File: config.mk
export PLATFORM = sky130hd
export DESIGN_NAME = register_file
export DESIGN_NICKNAME = d
export VERILOG_FILES = /design/src/rtl/regfile_pkg.sv /design/src/rtl/register_file_rdport.sv /design/src/rtl/register_file.sv
export SDC_FILE = /design/constraint.sdc
export NUM_CORES = 1
export LEC_CHECK = 0
export CORE_ASPECT_RATIO = 0.75
export CORE_MARGIN = 4
export CORE_UTILIZATION = 45
export CTS_CLUSTER_SIZE = 16
export DETAILED_ROUTE_END_ITERATION = 16
export PLACE_DENSITY = 0.66
export SYNTH_ARGS = -nofsm -noshare
export SYNTH_HDL_FRONTEND = slang
export SYNTH_HIERARCHICAL = 1
export SYNTH_SLANG_ARGS = --single-unit
File: constraint.sdc
create_clock -name clk -period 1.6 [get_ports clk]
set_clock_uncertainty 0.2 [all_clocks]
set_input_delay 0.16 -clock clk [delete_from_list [all_inputs] [get_ports clk]]
set_output_delay 0.16 -clock clk [all_outputs]
set_load 0.02 [all_outputs]
File: src/rtl/regfile_pkg.sv
// regfile_pkg: shared constants, helpers and types for register_file.
//   RF_DEF_WIDTH / RF_DEF_DEPTH : default bank geometry
//   RF_MAX_W                    : widest supported WIDTH (sizes rd_res_t.data)
//   addr_w(depth)               : address width, max(1, clog2(depth))
//   rd_res_t                    : read-port result {data, valid}, shared by both ports
package regfile_pkg;

  localparam int RF_DEF_WIDTH = 4;
  localparam int RF_DEF_DEPTH = 8;

  // The result struct is shared across instances of any WIDTH, so data is
  // sized for the widest supported register; unused upper bits stay zero and
  // are optimised away.
  localparam int RF_MAX_W = 64;

  function automatic int addr_w(input int depth);
    int w;
    w = $clog2(depth);
    return (w < 1) ? 1 : w;
  endfunction

  typedef struct packed {
    logic [RF_MAX_W-1:0] data;
    logic                valid;
  } rd_res_t;

endpackage

File: src/rtl/register_file_rdport.sv
// register_file_rdport: one registered read port of register_file.
//   Owns the output register, hold-when-idle behaviour, range / zero-register
//   checks and, when REGFILE_BYPASS_EN is defined, write-through forwarding.
// Ports:
//   clk, reset       : clock, synchronous active-high reset
//   re, raddr        : read enable and address
//   mem, flags       : storage contents and written-since-reset flags
//   wr_ok            : a legal write is happening this cycle
//   waddr, wdata     : write address/data (used only for forwarding)
//   res              : registered {data, valid}; only data[WIDTH-1:0] is live
// Optional feature: REGFILE_BYPASS_EN (write-through forwarding).
module register_file_rdport
  import regfile_pkg::*;
#(
  parameter int WIDTH    = RF_DEF_WIDTH,
  parameter int DEPTH    = RF_DEF_DEPTH,
  parameter int ZERO_REG = 0,
  parameter int ADDR_W   = addr_w(DEPTH)
) (
  input  logic                        clk,
  input  logic                        reset,
  input  logic                        re,
  input  logic [ADDR_W-1:0]           raddr,
  input  logic [DEPTH-1:0][WIDTH-1:0] mem,
  input  logic [DEPTH-1:0]            flags,
  input  logic                        wr_ok,
  input  logic [ADDR_W-1:0]           waddr,
  input  logic [WIDTH-1:0]            wdata,
  output rd_res_t                     res
);

  logic    in_range;
  logic    is_zero;
  rd_res_t nxt;

  // Extra compare bit: DEPTH itself does not fit in ADDR_W bits when it is a
  // power of two.
  assign in_range = ({1'b0, raddr} < (ADDR_W+1)'(DEPTH));
  assign is_zero  = (ZERO_REG != 0) && (raddr == '0);

  always_comb begin
    nxt = '0;
    if (is_zero) begin
      nxt.valid = 1'b1;
    end else if (in_range) begin
`ifdef REGFILE_BYPASS_EN
      // wr_ok already excludes out-of-range and zero-register writes, so an
      // address match here can only be a forwardable write.
      if (wr_ok && (waddr == raddr)) begin
        nxt.data  = RF_MAX_W'(wdata);
        nxt.valid = 1'b1;
      end else begin
        nxt.data  = RF_MAX_W'(mem[raddr]);
        nxt.valid = flags[raddr];
      end
`else
      // Read-before-write: mem/flags are the pre-edge contents.
      nxt.data  = RF_MAX_W'(mem[raddr]);
      nxt.valid = flags[raddr];
`endif
    end
  end

`ifndef REGFILE_BYPASS_EN
  logic unused_byp;
  assign unused_byp = ^{wr_ok, waddr, wdata};
`endif

  // Output register holds its value while re is low.
  always_ff @(posedge clk) begin
    if (reset) begin
      res <= '0;
    end else if (re) begin
      res <= nxt;
    end
  end

endmodule

File: src/rtl/register_file.sv
// register_file: DEPTH x WIDTH register bank, one write port, two registered
// read ports (A, B) with a per-entry written-since-reset flag.
// Ports:
//   clk, reset                  : clock, synchronous active-high reset
//   we, waddr, wdata            : write port
//   re_a, raddr_a -> rdata_a, rvalid_a : read port A, 1-cycle latency
//   re_b, raddr_b -> rdata_b, rvalid_b : read port B, 1-cycle latency
// Parameters: WIDTH (<= RF_MAX_W), DEPTH (>= 2), ZERO_REG (entry 0 reads
//   0/valid and ignores writes). ADDR_W is derived.
// Optional feature: REGFILE_BYPASS_EN enables write-through forwarding on both
//   read ports; otherwise reads of the address being written return the old
//   contents.
module register_file
  import regfile_pkg::*;
#(
  parameter  int WIDTH    = RF_DEF_WIDTH,
  parameter  int DEPTH    = RF_DEF_DEPTH,
  parameter  int ZERO_REG = 0,
  localparam int ADDR_W   = addr_w(DEPTH)
) (
  input  logic              clk,
  input  logic              reset,
  input  logic              we,
  input  logic [ADDR_W-1:0] waddr,
  input  logic [WIDTH-1:0]  wdata,
  input  logic              re_a,
  input  logic [ADDR_W-1:0] raddr_a,
  output logic [WIDTH-1:0]  rdata_a,
  output logic              rvalid_a,
  input  logic              re_b,
  input  logic [ADDR_W-1:0] raddr_b,
  output logic [WIDTH-1:0]  rdata_b,
  output logic              rvalid_b
);

  logic [DEPTH-1:0][WIDTH-1:0] mem;
  logic [DEPTH-1:0]            flags;
  logic [DEPTH-1:0]            wr_sel;
  logic                        wr_ok;
  rd_res_t                     res_a;
  rd_res_t                     res_b;

  // A write is legal only inside the bank and never to a hardwired entry 0.
  assign wr_ok = we
              && ({1'b0, waddr} < (ADDR_W+1)'(DEPTH))
              && !((ZERO_REG != 0) && (waddr == '0));

  // One-hot write decode, one storage slot per entry.
  for (genvar i = 0; i < DEPTH; i++) begin : g_ent
    assign wr_sel[i] = wr_ok && (waddr == ADDR_W'(i));

    always_ff @(posedge clk) begin
      if (reset) begin
        mem[i]   <= '0;
        flags[i] <= 1'b0;
      end else if (wr_sel[i]) begin
        mem[i]   <= wdata;
        flags[i] <= 1'b1;
      end
    end
  end

  register_file_rdport #(
    .WIDTH(WIDTH), .DEPTH(DEPTH), .ZERO_REG(ZERO_REG), .ADDR_W(ADDR_W)
  ) u_rd_a (
    .clk(clk), .reset(reset), .re(re_a), .raddr(raddr_a),
    .mem(mem), .flags(flags), .wr_ok(wr_ok), .waddr(waddr), .wdata(wdata),
    .res(res_a)
  );

  register_file_rdport #(
    .WIDTH(WIDTH), .DEPTH(DEPTH), .ZERO_REG(ZERO_REG), .ADDR_W(ADDR_W)
  ) u_rd_b (
    .clk(clk), .reset(reset), .re(re_b), .raddr(raddr_b),
    .mem(mem), .flags(flags), .wr_ok(wr_ok), .waddr(waddr), .wdata(wdata),
    .res(res_b)
  );

  assign rdata_a  = res_a.data[WIDTH-1:0];
  assign rvalid_a = res_a.valid;
  assign rdata_b  = res_b.data[WIDTH-1:0];
  assign rvalid_b = res_b.valid;

  // Upper struct bits are constant zero; fold them so nothing dangles.
  logic unused_hi;
  assign unused_hi = ^{res_a.data, res_b.data};

endmodule

---- Word level (Yosys, flattened, before mapping) ----
Index checks and enable logic that the tools add are counted.
operators by class
  $lt $le $gt $ge ......................... 2
  eq/ne operators ......................... 7
  muxes and demuxes ....................... 8
  reduce and logical (&&, ||, !) cells .... 9
operators by type and width
  cell                                                 count
  binary-select mux 4 bit (select 3 bit)               2
  == test 3 bit (second input constant)                4
  logical AND 1 bit                                    8
  < comparator 3 x 4 -> 1 bit (second input constant)  2
  2-to-1 mux 4 bit                                     2
  binary-select mux 1 bit (select 3 bit)               2
  == test 3 x 2 -> 1 bit (second input constant)       2
  == test 3 x 1 -> 1 bit (second input constant)       1
  logical NOT 3 bit                                    1
  2-to-1 mux 1 bit                                     2
storage, ports and cells
  bits in registers ....................... 50
  word-level logic and storage cells ...... 46

---- Logic depth before layout (Yosys ltp) ----
Gate-level depths: netlist of run 1.
  depth in word-level cells ............... 2
  depth in mapped cells ................... 6

---- By module ----
Netlist of run 1, hierarchy kept.
by module, submodules not included
  module                times used  cells an instance  area an instance (µm²)  seq. area each (µm²)
  register_file_rdport  2           113                959.7                   100.1
  register_file         1           149                1589.0                  800.8

---- Worst setup path before layout of run 1 ----
OpenSTA, ideal clock, no wires.
  kind .................................... input -> register
  from .................................... input waddr[0]
  to ...................................... register mem[0] (netlist bit)
  library setup time ...................... 129 ps
  arrival ................................. 1041 ps
  required time ........................... 1271 ps
  slack ................................... 230 ps
  stages .................................. 4
  path through ............................ buf_2 -> or4b_4 -> buf_6 -> mux2i_1
between the ends
  longest elaborated chain between the ends .. 2
RTL lines
  what                           line                 RTL
  start, declared                register_file.sv:24  input logic [ADDR_W-1:0] waddr,
  logical NOT 3 bit              register_file.sv:50  assign wr_sel[i] = wr_ok && (waddr == ADDR_W'(i));
  logical AND 1 bit              register_file.sv:50
  end signal, assigned by index  register_file.sv:57  mem[i] <= wdata;
  end, declared                  register_file.sv:36  logic [DEPTH-1:0][WIDTH-1:0] mem;
Every way passes these cells.
A chain may end at the register's enable or synchronous reset.

---- Worst setup path in the final report of run 1 ----
  from .................................... input raddr_a[0]
  to ...................................... register u_rd_a/res[0] (netlist bit)
between the ends
  longest elaborated chain between the ends .. 2
RTL lines
  what                                    line                        RTL
  start, declared                         register_file.sv:27         input logic [ADDR_W-1:0] raddr_a,
  binary-select mux 1 bit (select 3 bit)  register_file_rdport.sv:59  nxt.valid = flags[raddr];
  2-to-1 mux 1 bit (implied by the code)  register_file_rdport.sv:59
  end signal, assigned                    register_file_rdport.sv:74  res <= nxt;
  end, declared                           register_file_rdport.sv:29  output rd_res_t res
Every way passes these cells. The select of a mux whose other input is x is not followed.

==> run summary, run 1 <==
post-layout min period = 1549 ps
Synth Net Count = 271
WP buf/inv = 2
Yosys Warn Count = 6
antenna-violating nets left = 0
GPL Wtd Cong = 0.8543
worst min path class = flop to flop
reg2reg path depth = 4
fin nets = 314
crit path DAT = 1530 ps
largest net degree at the start of global routing = 18
Comb pwr share = 0.177
Ant. Diodes = 0
clock-pin slew on the worst setup and hold paths = 80 ps
r2r setup slk = 130 ps
worst reg2reg path endpoint = u_rd_a/res[2]
Post-CTS Setup Inserts = 0
vias = 2004
total grt overflow = 0
hold slack = 263.5 ps
Crit. End Element = flop
Critical Path End = u_rd_a/res[0]
area grow syn2layout = 24.59%
hold path start = flags[2]
CTS tree = done
vias in the first global route = 1945
Least-Margin Pin Slew = 446.4 ps
fraction of layout cells with a size suffix above 1 = 0.2121
TritonCTS sink count = 50
crit-path max FO = 10
Port Buffer Count = 27
CTS Root Cell = clkbuf_8
wire length per cell = 17.78 um
gr usage total = 0.2012
final setup violation count = 0
crit path launch type = input pin
Starting Density = 0.4755
internal power = 1.876 mW
status = finished clean
# rows = 23
max-slew violations = 0
Synth Area per Inst = 10.28 sq um
Final Hold Fails = 0
Die W = 95.77 um
max_slew headroom = 0.7013
DRT Wirelength = 6.613 mm
Clock Path Buffers = 2
Setup CP Type = input pin to flop
DP Wirelength = 4.697 mm
global-route wire length before repair = 10.54 mm
switching power = 0.6517 mW
Mapped Cells = 253
R2R Path Start = mem[21]
period utilization = 0.9683
Seq pwr share = 0.521
biggest cell delay along the critical path = 330 ps
die footprint = 7071 sq um
Clock Latency Late Sink = 310 ps
max_cap viols = 0
CP Cell Sequence = dlygate4sd2_1 > bufbuf_16 > mux2_2 > o22ai_1 > a221o_1 > a211oi_2
maximum operating frequency = 645.4 MHz
I/O Pins = 28
Post-CTS Hold Buffers = 0
cell count along the critical path = 6
Vias/cell = 5.387
delay-heaviest family, CP = buffers and inverters
RSZ-0062 raised after global routing = true
Worst setup startpoint = raddr_a[0]
CTS H-tree lvls = 2
# DRC = 0
Setup TNS = 0 ps
switching share of power = 0.2579
initial antenna violation count = 0
Pleak = 1.482 nW
Die Span Y = 73.83 um
drt pass-1 iters = 4
Crit-path slowest cell = mux2_2
PD cells = 780.2 nW/um^2
DRT iter0 DRCs = 81
Core ar. = 5468 sq um
synthesized cell area = 2600 sq um
Clk network pwr share = 0.302
Crit path required time = 1580 ps
TritonCTS buffer count = 5
worst vdd ir = 0.4053 mV
[worst min-delay path by stage]
stage	slack (ps)	depth (start not counted)	to
2_1_floorplan	30	1	u_rd_a/res[0]
3_3_place_gp	250	2	flags[2]
3_5_place_dp	250	2	flags[2]
4_1_cts	260	2	flags[2]
5_1_grt	300	2	flags[4]
6_report	260	2	flags[2]
[layer usage]
metal,part of all wire,global-route usage
met1,0.48,0.2694
met5,0,0
met2,0.47,0.3228
met3,0.042,0.04197
met4,0.011,0.06782
[final cells by class]
class,instances,area (sq um)
clock buffers,7,86.33
inverters,8,30.03
flip-flops and latches,50,1001
clock inverters,1,5.005
repair buffers,58,590.6
multi-input cells,173,1433
well taps,75,93.84
fillers,485,2228
[repair_timing]
item	4_1_cts	5_1_grt
pin swaps	0	1
gates cloned	2	0
setup endpoints to repair	14	9
resized for setup	12	5
[power groups by stage]
stage	clock network (mW)	logic, mW	registers (mW)
floorplan	0	0.232	1.36
global placement	0	0.424	1.35
detailed placement	0	0.430	1.35
CTS	0.784	0.439	1.32
global route	0.829	0.479	1.32
finish	0.764	0.447	1.32
[cell usage in the layout, fill, tap and decap left out, types with 2 or more instances in the layout]
cell type,count
dlygate4sd2_1,12
bufbuf_16,2
clkbuf_8,6
inv_1,8
nand2_1,2
a211oi_1,9
buf_12,4
mux2_2,20
nand4bb_1,2
nor2b_1,2
o22ai_1,8
nor2_1,12
a22oi_1,2
buf_4,25
a221o_1,8
a21oi_1,8
nand2b_2,2
nand4b_1,3
nand2b_1,36
clkdlybuf4s50_1,14
mux2i_1,52
dfxtp_1,50
[worst min-delay path, stage by stage (launching register included)]
cell and delay (ps):
dfxtp_1 330, inv_1 50, a21oi_1 50
[sequential cells by signal (all words and copies together), names as in the netlist]
register and cells:
flags 8, mem 32, u_rd_a/res 5, u_rd_b/res 5
[per-stage QoR]
stage          instance area (sq um)  power (mW)  cells    util  setup slack, ps
6_report                        3239       2.527    372  0.5924            50.64
2_1_floorplan                   2600       1.593    253       -            229.9
4_1_cts                         3221       2.540    372  0.5890            61.34
5_1_grt                         3239       2.631    372  0.5924           -23.00
3_3_place_gp                    3079       1.770    362  0.5632           -339.0
3_5_place_dp                    3079       1.776    362  0.5632           -342.0
No activity file was read; power rests on OpenSTA's default activity.
==> run 2, diff against run 1 <==
CORE_UTILIZATION = 59   (was 45)
PLACE_DENSITY = 0.83   (was 0.66)
==> run summary, run 2 (synthesis results as in run 1) <==
hold path endpoint = flags[0] (was flags[2])
max FFs per register = 32 (unchanged)
met3 WL post-DR = 473 um (was 281 um)
wire length per cell = 19.74 um (was 17.78 um)
worst vdd ir = 0.5251 mV (was 0.4053 mV)
reg2reg path depth = 4 (unchanged)
clock-pin slew on the worst setup and hold paths = 90 ps (was 80 ps)
initial antenna violation count = 0 (unchanged)
global-route wire length before repair = 11.15 mm (was 10.54 mm)
total grt overflow = 0 (unchanged)
period utilization = 0.9482 (was 0.9683)
worst min path class = flop to flop (unchanged)
# DRC = 0 (unchanged)
top layer in use = met4 (unchanged)
Post-CTS Hold Buffers = 0 (unchanged)
I/O Pins = 28 (unchanged)
register area = 1001 sq um (unchanged)
# fillers = 287 (was 485)
Crit. End Element = flop (unchanged)
crit path launch type = input pin (unchanged)
DP Wirelength = 4.716 mm (was 4.697 mm)
CTS Root Cell = clkbuf_8 (unchanged)
delay-heaviest family, CP = compound AO/OA/AOI/OAI gates (was buffers and inverters)
final setup violation count = 0 (unchanged)
post-route cell area = 3247 sq um (was 3239 sq um)
vias = 2155 (was 2004)
Pleak = 1.496 nW (was 1.482 nW)
Port Buffer Count = 27 (unchanged)
CTS H-tree lvls = 2 (unchanged)
Crit-path slowest cell = clkdlybuf4s50_1 (was mux2_2)
GPL Wtd Cong = 0.8683 (was 0.8543)
Die W = 84.66 um (was 95.77 um)
drt pass-1 iters = 4 (unchanged)
max_cap viols = 0 (unchanged)
WP buf/inv = 1 (was 2)
maximum operating frequency = 659.1 MHz (was 645.4 MHz)
Starting Density = 0.6259 (was 0.4755)
largest net degree at the start of global routing = 25 (was 18)
PD cells = 821.4 nW/um^2 (was 780.2 nW/um^2)
fin nets = 316 (was 314)
worst reg2reg path endpoint = u_rd_a/res[1] (was u_rd_a/res[2])
switching power = 0.6780 mW (was 0.6517 mW)
vias in the first global route = 2210 (was 1945)
Clk network pwr share = 0.334 (was 0.302)
max-slew violations = 0 (unchanged)
commonest cells after routing, fill and taps aside = mux2i_1, dfxtp_1, nand2b_1 (unchanged)
Vias/cell = 6.088 (was 5.387)
internal power = 1.989 mW (was 1.876 mW)
Top reg by flops = mem (unchanged)
crit path DAT = 1540 ps (was 1530 ps)
Worst Setup Slack, final = 82.87 ps (was 50.64 ps)
post-layout min period = 1517 ps (was 1549 ps)
Comb pwr share = 0.171 (was 0.177)
die footprint = 5544 sq um (was 7071 sq um)
hold path start = flags[0] (was flags[2])
r2r setup slk = 140 ps (was 130 ps)
switching share of power = 0.2542 (was 0.2579)
worst hold stages = 2 (unchanged)
TritonCTS sink count = 50 (unchanged)
area grow syn2layout = 24.88% (was 24.59%)
Setup CP Type = input pin to flop (unchanged)
area of the multi-input gates = 1426 sq um (was 1433 sq um)
Post-Place Worst Slack = -351.4 ps (was -342.0 ps)
Setup TNS = 0 ps (unchanged)
DRT Wirelength = 6.988 mm (was 6.613 mm)
max_slew headroom = 0.6842 (was 0.7013)
largest registers = mem (32), flags (8) (unchanged)
Clock Latency Late Sink = 310 ps (about the same)
Seq pwr share = 0.494 (was 0.521)
met2 WL = 3.342 mm (was 3.089 mm)
Finished Core Util = 0.7816 (was 0.5924)
cell count along the critical path = 5 (was 6)
antenna-violating nets left = 0 (unchanged)
status = finished clean (unchanged)
Least-Margin Pin Slew = 472.0 ps (was 446.4 ps)
final non-filler cell total = 354 (was 372)
Core ar. = 4154 sq um (was 5468 sq um)
DRT iter0 DRCs = 145 (was 81)
Clock Path Buffers = 2 (unchanged)
RSZ-0062 raised after global routing = false (was true)
Die Span Y = 65.49 um (was 73.83 um)
Inst Count DP = 342 (was 362)
crit-path max FO = 5 (was 10)
CTS tree = done (unchanged)
biggest cell delay along the critical path = 480 ps (was 330 ps)
fraction of layout cells with a size suffix above 1 = 0.2174 (was 0.2121)
Crit path required time = 1630 ps (was 1580 ps)
R2R Path Start = mem[20] (was mem[21])
WL met1 = 2.922 mm (was 3.170 mm)
gr usage total = 0.2626 (was 0.2012)
CP Cell Sequence = clkdlybuf4s50_1 > nand2_1 > o22ai_1 > a221o_1 > a211oi_1 (was dlygate4sd2_1 > bufbuf_16 > mux2_2 > o22ai_1 > a221o_1 > a211oi_2)
Placed Instance Area = 3054 sq um (was 3079 sq um)
Final Hold Fails = 0 (unchanged)
# rows = 20 (was 23)
Ant. Diodes = 0 (unchanged)
TritonCTS buffer count = 5 (unchanged)
most common cell after layout, fill and taps aside = mux2i_1 (unchanged)
==> run 2: area by class of cell <==
class / instances / area share
clock buffers: 5 / 0.02119
clock inverters: 3 / 0.01233
inverters: 8 / 0.009249
multi-input cells: 173 / 0.4393
flip-flops and latches: 50 / 0.3083
well taps: 55 / 0.02119
repair buffers: 60 / 0.1884
==> run 2: power by group through the flow <==
stage / clock [mW] / combinational [mW] / sequential [mW]
3_3_place_gp: 0 / 0.419 / 1.34
4_1_cts: 0.900 / 0.436 / 1.32
6_report: 0.892 / 0.457 / 1.32
2_1_floorplan: 0 / 0.232 / 1.36
5_1_grt: 0.945 / 0.483 / 1.32
3_5_place_dp: 0 / 0.430 / 1.35
==> run 2: worst max path at each step <==
stage,start,to,slack (ps)
4_1_cts,raddr_b[0],u_rd_b/res[0],10
3_3_place_gp,raddr_a[0],u_rd_a/res[2],-350
5_1_grt,raddr_a[2],u_rd_a/res[4],5
6_report,raddr_b[2],u_rd_b/res[1],80
3_5_place_dp,raddr_b[0],u_rd_b/res[0],-350
2_1_floorplan,waddr[0],mem[0],230
==> run 2: worst min-delay path: cells and delay by family, from the launching register on <==
kind | cells | cell delay, ps
AO/OA/AOI/OAI | 1 | 50
buffers and inverters | 1 | 50
flip-flops | 1 | 330
==> run 2: metrics by stage <==
step                      total power, mW  hold WS, ps
after floorplan                     1.593        32.76
after global placement              1.763        246.2
after detailed placement            1.777        251.5
after CTS                           2.653        269.5
after global routing                2.752        296.3
final                               2.667        268.1
==> run 2: routing by layer <==
layer	up-vias	global-route usage
met3	28	0.05639
met1	1032	0.3082
met2	97	0.4551
met4	0	0.1324
li1	998	-
met5	-	0
==> run 2: timing repair <==
item / 4_1_cts / 5_1_grt
pin swaps: 0 / 1
resized for setup: 11 / 4
setup endpoints to repair: 13 / 8
buffers inserted: 2 / 0
gates cloned: 1 / 1
